===== config.mk =====
export PLATFORM = sky130hd
export DESIGN_NAME = x25519_operand_loader
export DESIGN_NICKNAME = d
export VERILOG_FILES = /design/src/rtl/x25519_pkg.sv /design/src/rtl/x25519_operand_loader.sv
export SDC_FILE = /design/constraint.sdc
export NUM_CORES = 1
export LEC_CHECK = 0
export CORE_MARGIN = 2
export CORE_UTILIZATION = 30
export DETAILED_ROUTE_END_ITERATION = 6
export PLACE_DENSITY = 0.59
export RECOVER_POWER = 50
export SYNTH_ARGS = -nofsm -noshare
export SYNTH_HDL_FRONTEND = slang
export SYNTH_SLANG_ARGS = --single-unit
export TNS_END_PERCENT = 1

===== constraint.sdc =====
create_clock -name clk -period 2.65 [get_ports clk]
set_input_delay 0.795 -clock clk [delete_from_list [all_inputs] [get_ports clk]]
set_output_delay 0.795 -clock clk [all_outputs]
set_load 0.1 [all_outputs]

===== src/rtl/x25519_pkg.sv =====
// x25519_pkg
//   Shared definitions for the X25519 operand loader and its bench:
//   operand geometry, loader state encoding and the RFC 7748 scalar
//   clamp / u-coordinate mask helpers.
package x25519_pkg;

  localparam int unsigned X25519_WORDS     = 8;
  localparam int unsigned X25519_WORD_BITS = 32;
  localparam int unsigned X25519_BITS      = X25519_WORDS * X25519_WORD_BITS;

  typedef enum logic {
    IDLE = 1'b0,
    RUN  = 1'b1
  } loader_state_t;

  // Scalar clamp: clear the cofactor bits 2:0, clear bit 255, set bit 254.
  function automatic logic [X25519_BITS-1:0] x25519_clamp_scalar(
    input logic [X25519_BITS-1:0] k
  );
    logic [X25519_BITS-1:0] r;
    r      = k;
    r[2:0] = '0;
    r[255] = 1'b0;
    r[254] = 1'b1;
    return r;
  endfunction

  // u-coordinate mask: the top bit is ignored by X25519.
  function automatic logic [X25519_BITS-1:0] x25519_mask_u(
    input logic [X25519_BITS-1:0] u
  );
    logic [X25519_BITS-1:0] r;
    r      = u;
    r[255] = 1'b0;
    return r;
  endfunction

endpackage


===== src/rtl/x25519_operand_loader.sv =====
// x25519_operand_loader
//   Front end for the X25519 scalar multiplier. Collects the scalar and
//   u-coordinate as eight 32-bit little-endian words each, clamps/masks
//   them in place on the final word, and launches the multiplier with a
//   one-cycle mult_en pulse once both are loaded and start is requested.
//   Operands are held until mult_out_valid returns, then done pulses.
//
// Ports
//   clk, rst        clock, synchronous active-high reset
//   din_valid/ready word handshake (ready only while idle)
//   din_sel         0 = scalar, 1 = u-coordinate
//   din             operand word, din[7:0] lowest-addressed byte
//   start           launch request
//   start_err       pulse: start rejected (an operand not loaded)
//   busy            multiplier running
//   done            pulse: multiplier finished
//   mult_en         pulse: launch multiplier
//   mult_e          stored (clamped) scalar
//   mult_work_in    stored (masked) u-coordinate
//   mult_out_valid  multiplier result valid
module x25519_operand_loader #(
  parameter bit CLAMP = 1'b1
) (
  input  logic         clk,
  input  logic         rst,
  input  logic         din_valid,
  output logic         din_ready,
  input  logic         din_sel,
  input  logic [31:0]  din,
  input  logic         start,
  output logic         start_err,
  output logic         busy,
  output logic         done,
  output logic         mult_en,
  output logic [255:0] mult_e,
  output logic [255:0] mult_work_in,
  input  logic         mult_out_valid
);

  import x25519_pkg::*;

  loader_state_t  state;
  logic [2:0]     e_cnt;
  logic [2:0]     u_cnt;
  logic           e_loaded;
  logic           u_loaded;

  logic           word_fire;
  logic [255:0]   e_wr;
  logic [255:0]   u_wr;

  // Candidate next operand values: the incoming word merged at the current
  // counter position, with clamp/mask folded in when it is the last word.
  // A loaded operand always has its counter back at 0, so a rewrite
  // naturally lands at word 0.
  always_comb begin
    word_fire = din_valid && din_ready;

    e_wr = mult_e;
    e_wr[32*e_cnt +: 32] = din;
    if (CLAMP && (e_cnt == 3'd7)) begin
      e_wr = x25519_clamp_scalar(e_wr);
    end

    u_wr = mult_work_in;
    u_wr[32*u_cnt +: 32] = din;
    if (CLAMP && (u_cnt == 3'd7)) begin
      u_wr = x25519_mask_u(u_wr);
    end
  end

  always_ff @(posedge clk) begin
    if (rst) begin
      state        <= IDLE;
      din_ready    <= 1'b1;
      start_err    <= 1'b0;
      busy         <= 1'b0;
      done         <= 1'b0;
      mult_en      <= 1'b0;
      mult_e       <= '0;
      mult_work_in <= '0;
      e_cnt        <= '0;
      u_cnt        <= '0;
      e_loaded     <= 1'b0;
      u_loaded     <= 1'b0;
    end else begin
      mult_en   <= 1'b0;
      done      <= 1'b0;
      start_err <= 1'b0;

      // Word intake; din_ready is only high in IDLE.
      if (word_fire) begin
        if (!din_sel) begin
          mult_e   <= e_wr;
          e_cnt    <= e_cnt + 3'd1;
          e_loaded <= (e_cnt == 3'd7);
        end else begin
          mult_work_in <= u_wr;
          u_cnt        <= u_cnt + 3'd1;
          u_loaded     <= (u_cnt == 3'd7);
        end
      end

      // Start decisions use the flags as registered before this cycle's
      // word, so a final word arriving with start is accepted but the
      // start is rejected.
      unique case (state)
        IDLE: begin
          if (start) begin
            if (e_loaded && u_loaded) begin
              state     <= RUN;
              mult_en   <= 1'b1;
              busy      <= 1'b1;
              din_ready <= 1'b0;
            end else begin
              start_err <= 1'b1;
            end
          end
        end
        RUN: begin
          if (mult_out_valid) begin
            state     <= IDLE;
            done      <= 1'b1;
            busy      <= 1'b0;
            din_ready <= 1'b1;
            e_loaded  <= 1'b0;
            u_loaded  <= 1'b0;
            e_cnt     <= '0;
            u_cnt     <= '0;
          end
        end
        default: state <= IDLE;
      endcase
    end
  end

endmodule

==> flow_summary.ini, run 1 <==
[floorplanning]
fp-row-count = 94
die_h_um = 261.7
core_mm2 = 0.06575
start_util_pct = 30.31
die_w_um = 261.7
die_area_mm2 = 0.06850
io_pins = 555

[setup_path]
cp-end-kind = register
cp.required_ps = 3140
crit_path_max_fanout = 7
worstPathArrival_ps = 2920
start_kind = register
path_class = reg -> reg

[pwr]
p_leak_nw = 10.10
power_density_mw_per_mm2 = 668.3
ir_worst_vdd_uv = 541.1
report.power.total_mw = 17.34

[yosys]
synth_area_leaders = dfxtp_1 (53%), a21oi_1 (10%), nand2_1 (9.8%)
synth_fp_nets = 2473
seq_area_frac_synth_pct = 52.84
synth_top_area_cell = dfxtp_1
avgSynthCellArea_um2 = 8.238
synth_edf_count = 0
synth_cell_types = 40
synthFlopType = dfxtp_1
ys_warn_count = 0
async_reset_ff_share_pct = 0
ys_ff_latch = 526
synth.most_common_cell = dfxtp_1
netlist_area_mm2 = 0.01993
syn_inst = 2419
netlist.area_leader.share_pct = 52.84
synthTopCellsByCount = dfxtp_1 (526), nand2_1 (518), a21oi_1 (418), nand3_1 (384), clkbuf_1 (151)

[global_route]
grtUsageMet2_pct = 39.88
grt_pass1_vias = 17830
grt_overflow = 0
grtUsageMet3_pct = 5.710
grt_antenna_before_repair = 2
grt-busiest-layer = met2
grt.total_usage_pct = 23.66
grt_start_max_net_pins = 128
grt_pass1_wl_um = 120600
grtUsageMet1_pct = 29.15

[cells_and_area]
area_delta_synth_final_pct = 30.18
nets = 2919
design_area_mm2 = 0.02594
final_core_util_pct = 39.46
drive_above_1_share_pct = 25.50

[clock_network]
cts_resized = 0
cts-htree-levels = 2
cts_made_buffers = 58
clk_latency_ps = 620
cts_setup_buffers = 0
ctsLongestPathBuffers = 3
cts_hold_buf = 0
cts_root_buf = clkbuf_16
cts_tree = done
path_clk_slew_ps = 60
clock-sinks = 526

[detailed_routing]
drc = 15
drt_iter0_markers = 1798
via_per_inst = 5.126
vias = 19360
antenna_left = 0
firstDrtPassIters = 7
wire_per_inst_um = 22.71
wirelength_um = 85750

[status]
status = finished with violations
violations = DRC

[sta]
drv_slew = 0
fmax_ghz = 0.4126
max_slew_margin_pct = 41.07
period_share_pct = 91.45
finalHoldViolations = 0
fin_worst_skew_ps = 21.83
holdWs_ps = 451.2
worst_pin_slew_ps = 876.5
period_minus_slack_ps = 2423
grt_setup_unrepaired = false
setup_viol = 0

[placed_design]
gp_routability_congestion = 0.8281
dp_hpwl_um = 56840
placed_area_mm2 = 0.02533
io_buffers = 554

[hold_path]
hold_class = reg -> reg

[job]
drv_cap = 0
## final timing paths
check	endpoint	cells past startpoint	slack [ps]	start
setup reg to reg	mult_e[0]$_SDFFE_PP0P_	8	230	e_cnt[0]$_SDFF_PP0_
setup / recovery	mult_e[0]$_SDFFE_PP0P_	8	230	e_cnt[0]$_SDFF_PP0_
hold reg to reg	mult_work_in[60]$_SDFFE_PP0P_	2	450	mult_work_in[60]$_SDFFE_PP0P_
hold / removal	mult_work_in[60]$_SDFFE_PP0P_	2	450	mult_work_in[60]$_SDFFE_PP0P_
## layout by cell type (no fill, tap or decap), types with 4 or more instances in the layout
cell type        netlist  routed
buf_12                 0      37
clkdlybuf4s50_1        0      31
nand3_1              384     378
nand3b_1              65      65
nor2_1                49      46
and3_1                 6       5
o21ai_0               61      61
clkbuf_8               0      13
dfxtp_1              526     526
clkinv_2               0       7
buf_4                 17      79
clkbuf_16              0      61
nand3_2                0       6
nand4b_2               4       4
ha_1                  16      16
o21ai_1                5       5
a21oi_1              418     418
or3_1                  4       4
clkbuf_1             151      20
nand4_1                7       7
nand2_1              518     518
inv_1                  9       9
clkbuf_2               0     506
mux2i_1               32      32
nor3_4                 1       6
## state kept, by name, summed over array words and instances (netlist names), 3 cells and up
name          cells
mult_e          256
u_cnt             3
mult_work_in    256
e_cnt             3
## worst max-delay path, stage by stage (launching register included)
cell     delay (ps)
dfxtp_1         320
inv_1           120
ha_1            250
ha_1            360
nor4b_1         430
and3_1          360
buf_4           180
nor3b_1          70
a32o_1          230
## report_power, final
| part | switching, mW | internal (mW) |
|---|---|---|
| sequential | 0.0294 | 7.96 |
| clock | 3.33 | 4.65 |
| combinational | 1.07 | 0.295 |
| total | 4.43 | 12.9 |
## cell families (layout without fill, tap and decap cells)
kind of cell	count (synthesis)	count (layout)	share of synthesized area, %
other	0	2	0
XOR/XNOR	1	1	0.04396
AO/OA/AOI/OAI	493	493	12.54
flip-flops	526	526	52.84
AND/OR/NAND/NOR	1066	1066	25.22
adder cells (fa/ha/maj)	16	16	1.005
multiplexers	33	33	1.664
buffers and inverters	284	775	6.687
## layout make-up
cell class                      instances  area, um^2
Fill cell                            6765       39800
Clock inverter                         13       106.4
Tap cell                              864        1081
Inverter                                9       33.78
Timing Repair Buffer                  661        4239
Sequential cell                       526       10530
Antenna cell                            2       5.005
Multi-Input combinational cell       1609        8173
Clock buffer                           92        1773
## routing by layer
| layer | wire, um | up-vias |
|---|---|---|
| met5 | 0 | - |
| met4 | 3102 | 0 |
| met3 | 7065 | 166 |
| met2 | 41450 | 821 |
| met1 | 34130 | 9332 |
| li1 | - | 9038 |
## through the flow
step,setup TNS (ps),setup WS [ps],instances
6_report,0,226.6,3776
5_1_grt,0,41.15,3774
4_1_cts,0,278.9,3774
3_5_place_dp,-174.5,-27.43,3669
3_3_place_gp,-1.550,-0.8735,3669
2_1_floorplan,0,324.9,2419
No activity file was read; power rests on OpenSTA's default activity.
==> run 2: changes to the inputs <==
--- a/config.mk
+++ b/config.mk
@@ -5,10 +5,13 @@
 export SDC_FILE = /design/constraint.sdc
 export NUM_CORES = 1
 export LEC_CHECK = 0
+export CAP_MARGIN = 10
+export CELL_PAD_IN_SITES_DETAIL_PLACEMENT = 0
+export CELL_PAD_IN_SITES_GLOBAL_PLACEMENT = 2
 export CORE_MARGIN = 2
-export CORE_UTILIZATION = 30
+export CORE_UTILIZATION = 27
 export DETAILED_ROUTE_END_ITERATION = 6
-export PLACE_DENSITY = 0.59
+export PLACE_DENSITY = 0.84
 export RECOVER_POWER = 50
 export SYNTH_ARGS = -nofsm -noshare
 export SYNTH_HDL_FRONTEND = slang
==> flow_summary.ini, run 2 (synthesis results as in run 1) <==
[setup_path]
critPathMaxStageDelay_ps = 620
worstSetupStartpoint = din_sel
cp-end-kind = register
timing.rr.start = e_cnt[0]$_SDFF_PP0_
worstPathArrival_ps = 3030
endpoint = mult_e[28]$_SDFFE_PP0P_
crit_path_max_fanout = 32
cp_cell_sequence = dlygate4sd3_1 -> and3b_1 -> clkbuf_1 -> and3_2 -> buf_12 -> nand2_1 -> a21oi_1
crit_buf_inv = 3
crit_family = buffers and inverters
start_kind = input pin
slowest_stage = dlygate4sd3_1
cp_num_cells = 7
worstReg2RegEnd = mult_e[120]$_SDFFE_PP0P_
r2r_cells = 9
path_class = in -> reg
r2r_slack_ps = 240
cp.required_ps = 3190

[placed_design]
placed_cells = 3766
gp_routability_congestion = 0.8266
dp_hpwl_um = 59730
io_buffers = 554

[sta]
period_share_pct = 94.04
grt_setup_unrepaired = false
holdWs_ps = 452.5
setup_tns_ps = 0
drv_slew = 0
fin_worst_skew_ps = 34.67
finalHoldViolations = 0
worst_pin_slew_ps = 843.4
setup_viol = 0
max_slew_margin_pct = 43.29
period_minus_slack_ps = 2492
fmax_ghz = 0.4013

[detailed_routing]
firstDrtPassIters = 5
antenna_left = 0
wire_per_inst_um = 23.31
drt_iter0_markers = 1669
drc = 0
via_per_inst = 5.018
vias = 19430
wirelength_um = 90270

[clock_network]
path_clk_slew_ps = 60
cts_resized = 0
clk_latency_ps = 640
cts_made_buffers = 60
cts_setup_buffers = 0
cts-htree-levels = 2
cts_root_buf = clkbuf_16
cts_hold_buf = 0
ctsLongestPathBuffers = 3
clock-sinks = 526
cts_tree = done

[global_route]
grt_pass1_wl_um = 126300
grt_antenna_before_repair = 6
grt_start_max_net_pins = 157
grt.total_usage_pct = 22.54
grt_overflow = 0
grt_pass1_vias = 17950

[floorplanning]
start_util_pct = 27.31
die_area_mm2 = 0.07599
die_h_um = 275.7
die_w_um = 275.7
core_mm2 = 0.07296
io_pins = 555
fp-row-count = 99

[cells_and_area]
top_regs = mult_e (256), mult_work_in (256)
n_fill_cell = 7696
fin_cells = 3872
drive_above_1_share_pct = 25.92
nets = 2923
layout_common_cells = dfxtp_1 (526), nand2_1 (518), clkbuf_2 (506)
final_common_cell = dfxtp_1
area_delta_synth_final_pct = 31.29
diodes = 0

[pwr]
p_leak_nw = 10.18
ir_worst_vdd_uv = 485.2
power_density_mw_per_mm2 = 680.1

[hold_path]
hold_class = reg -> reg

[job]
drv_cap = 0

[status]
status = finished clean
==> run 2: layer usage <==
layer / share of wire [%] / routed length (um) / global-route usage, % / vias up
li1: - / - / - / 9060
met1: 41 / 37050 / 28.10 / 9394
met2: 48 / 43130 / 37.91 / 780
met3: 7.0 / 6294 / 4.715 / 187
met4: 4.1 / 3724 / 8.976 / 10
met5: 0.070 / 63 / 0 / -
==> run 2: cell type report <==
class | instances | area (um^2) | area share [%]
well taps | 959 | 1200 | 4.587
clock inverters | 26 | 277.8 | 1.062
inverters | 9 | 33.78 | 0.1291
clock buffers | 80 | 1707 | 6.524
repair buffers | 663 | 4234 | 16.18
multi-input cells | 1609 | 8179 | 31.26
flip-flops and latches | 526 | 10530 | 40.25
==> run 2: where the power goes <==
part,internal [mW],switching (mW),total [mW]
logic,0.298,1.08,1.38
registers,7.96,0.0313,7.99
clock network,4.90,3.52,8.42
total,13.2,4.63,17.8
==> run 2: worst min-delay path by stage <==
stage,startpoint,endpoint,slack [ps],cells past startpoint
6_report,mult_work_in[84]$_SDFFE_PP0P_,mult_work_in[84]$_SDFFE_PP0P_,450,2
5_1_grt,mult_work_in[251]$_SDFFE_PP0P_,mult_work_in[251]$_SDFFE_PP0P_,470,2
4_1_cts,mult_e[230]$_SDFFE_PP0P_,mult_e[230]$_SDFFE_PP0P_,460,2
3_5_place_dp,mult_e[230]$_SDFFE_PP0P_,mult_e[230]$_SDFFE_PP0P_,450,2
3_3_place_gp,mult_work_in[127]$_SDFFE_PP0P_,mult_work_in[127]$_SDFFE_PP0P_,440,2
2_1_floorplan,u_loaded$_SDFF_PP0_,start_err$_SDFF_PP0_,440,1
==> run 2: worst min-delay path, delay by kind of cell (launching register included) <==
family / cells / cell delay (ps)
flops: 1 / 310
compound gates: 1 / 50
simple gates: 1 / 50
==> run 2: per-stage QoR <==
| stage | worst slack [ps] | total power, mW | cell area [um^2] | util, % |
|---|---|---|---|---|
| after floorplan | 324.9 | 9.033 | 19930 | - |
| after global placement | 40.54 | 9.580 | 25470 | 34.91 |
| after detailed placement | 30.89 | 9.590 | 25470 | 34.91 |
| after CTS | 261.2 | 18.03 | 27460 | 37.63 |
| after global routing | 18.16 | 18.34 | 26160 | 35.86 |
| final | 157.9 | 17.79 | 26160 | 35.86 |
==> run 3: changes to the inputs <==
--- a/config.mk
+++ b/config.mk
@@ -5,13 +5,15 @@
 export SDC_FILE = /design/constraint.sdc
 export NUM_CORES = 1
 export LEC_CHECK = 0
+export ABC_AREA = 1
 export CAP_MARGIN = 10
 export CELL_PAD_IN_SITES_DETAIL_PLACEMENT = 0
 export CELL_PAD_IN_SITES_GLOBAL_PLACEMENT = 2
 export CORE_MARGIN = 2
-export CORE_UTILIZATION = 27
+export CORE_UTILIZATION = 30
 export DETAILED_ROUTE_END_ITERATION = 6
-export PLACE_DENSITY = 0.84
+export DONT_BUFFER_PORTS = 1
+export PLACE_DENSITY = 0.76
 export RECOVER_POWER = 50
 export SYNTH_ARGS = -nofsm -noshare
 export SYNTH_HDL_FRONTEND = slang
==> flow_summary.ini, run 3 <==
[yosys]
ys_ff_latch = 526
netlist.area_leader.share_pct = 47.81
synth_edf_count = 0
synth_cell_types = 28
synth_top_area_cell = dfxtp_1
seq_area_frac_synth_pct = 47.81
ys_warn_count = 0
synth_fp_nets = 3267
netlist_area_mm2 = 0.02202
async_reset_ff_share_pct = 0
syn_inst = 3213
avgSynthCellArea_um2 = 6.855
synthFlopType = dfxtp_1
synth_area_leaders = dfxtp_1 (48%), nor2_1 (13%), nand2_1 (11%)
synth.most_common_cell = nor2_1
synthTopCellsByCount = nor2_1 (769), nand2_1 (661), dfxtp_1 (526), inv_1 (363), o21ai_0 (163)

[detailed_routing]
firstDrtPassIters = 5
drc = 0
wire_per_inst_um = 20.07
drt_iter0_markers = 1255
wirelength_um = 93270
vias = 21690
via_per_inst = 4.667
antenna_left = 0

[cells_and_area]
diodes = 0
top_regs = mult_e (256), mult_work_in (256)
fin_cells = 4647
area_delta_synth_final_pct = 25.45
nets = 3693
layout_common_cells = nor2_1 (764), nand2_1 (659), dfxtp_1 (525)
drive_above_1_share_pct = 19.50
n_fill_cell = 7943
final_common_cell = nor2_1

[sta]
worst_pin_slew_ps = 1140
finalHoldViolations = 0
setup_viol = 0
period_share_pct = 93.76
grt_setup_unrepaired = false
setup_tns_ps = 0
max_slew_margin_pct = 23.89
fmax_ghz = 0.4025
period_minus_slack_ps = 2485
fin_worst_skew_ps = 32.23
drv_slew = 0

[global_route]
grt.total_usage_pct = 23.71
grt_antenna_before_repair = 5
grt_pass1_wl_um = 133600
grt_overflow = 0
grt_pass1_vias = 20020
grt_start_max_net_pins = 99

[setup_path]
cp-end-kind = register
cp.required_ps = 3160
crit_path_max_fanout = 64
start_kind = register
path_class = reg -> reg
worstPathArrival_ps = 3000

[floorplanning]
die_area_mm2 = 0.07560
die_h_um = 275.0
fp-row-count = 99
start_util_pct = 30.24
die_w_um = 275.0
io_pins = 555
core_mm2 = 0.07283

[clock_network]
cts_made_buffers = 59
clk_latency_ps = 640
path_clk_slew_ps = 60
cts_tree = done
ctsLongestPathBuffers = 3
cts-htree-levels = 2
cts_root_buf = clkbuf_16
clock-sinks = 526

[job]
drv_cap = 0

[placed_design]
placed_cells = 4537
gp_routability_congestion = 0.8522
io_buffers = 0
dp_hpwl_um = 65130

[pwr]
power_density_mw_per_mm2 = 683.0
p_leak_nw = 13.61
ir_worst_vdd_uv = 519.4

[status]
status = finished clean

[hold_path]
hold_class = in -> reg
-- run 3: layout make-up --
cell class              count  area, um^2  share of cell area, %
flip-flops and latches    526       10530                  38.12
multi-input cells        2095        9160                  33.15
repair buffers            590        3388                  12.26
clock buffers              89        1769                  6.403
inverters                 367        1385                  5.013
well taps                 959        1200                  4.343
clock inverters            21       196.4                 0.7110
-- run 3: path summary, 6_finish.rpt --
path	start	to	slack, ps	depth (start not counted)
max	u_cnt[1]$_SDFF_PP0_	mult_work_in[150]$_SDFFE_PP0P_	170	10
min	rst	mult_work_in[226]$_SDFFE_PP0P_	250	1
max reg2reg	u_cnt[1]$_SDFF_PP0_	mult_work_in[150]$_SDFFE_PP0P_	170	10
min reg2reg	busy$_SDFFE_PP0P_	busy$_SDFFE_PP0P_	450	2
-- run 3: worst max-delay path: stages (launching register included) --
cell and delay [ps]:
dfxtp_1 380, inv_1 140, ha_1 230, ha_1 320
buf_4 410, nand3_1 210, nor2_4 150, buf_12 260
nand2_1 110, nand2_1 70, nor2_1 30
-- run 3: cells by family (layout without fill, tap and decap cells) --
kind of cell / Yosys count / in the layout / synth area share, %
adders and majority gates: 16 / 16 / 0.9089
DFF: 526 / 526 / 47.81
AOI/OAI and AO/OA: 317 / 317 / 7.215
and+or+nand+nor: 1762 / 1762 / 33.19
buffers and inverters: 592 / 1067 / 10.87
-- run 3: per-stage QoR --
step	worst slack [ps]	area, um^2	hold slack [ps]	util (%)	total power, mW
after detailed placement	169.3	26940	443.5	36.99	10.78
after global placement	277.0	26940	439.5	36.99	10.75
final	165.4	27630	254.7	37.94	18.87
after global routing	27.54	27630	203.2	37.94	19.57
after floorplan	395.2	22020	439.3	-	10.01
after CTS	125.0	28910	192.1	39.69	19.19
-- run 3: power breakdown --
group	internal [mW]	leakage [nW]	switching [mW]
registers	8.03	4.24	0.0447
logic	0.398	8.39	2.05
clock network	4.88	0.978	3.47
-- run 3: what timing repair did --
| action | in CTS | in global routing |
|---|---|---|
| setup endpoints to repair | 0 | 33 |
| resized for setup | 0 | 2 |
| buffers inserted | 0 | 0 |
| hold buffers | 0 | 0 |
| endpoints found under the hold margin | 0 | 0 |
-- run 3: per-layer routing --
metal  up-vias  global-route usage, %  wire, um
li1      10860                      -         -
met1      9942                  29.52     38500
met2       723                  38.29     42240
met3       163                  7.070      8607
met4         0                  9.545      3932
met5         -                      0         0
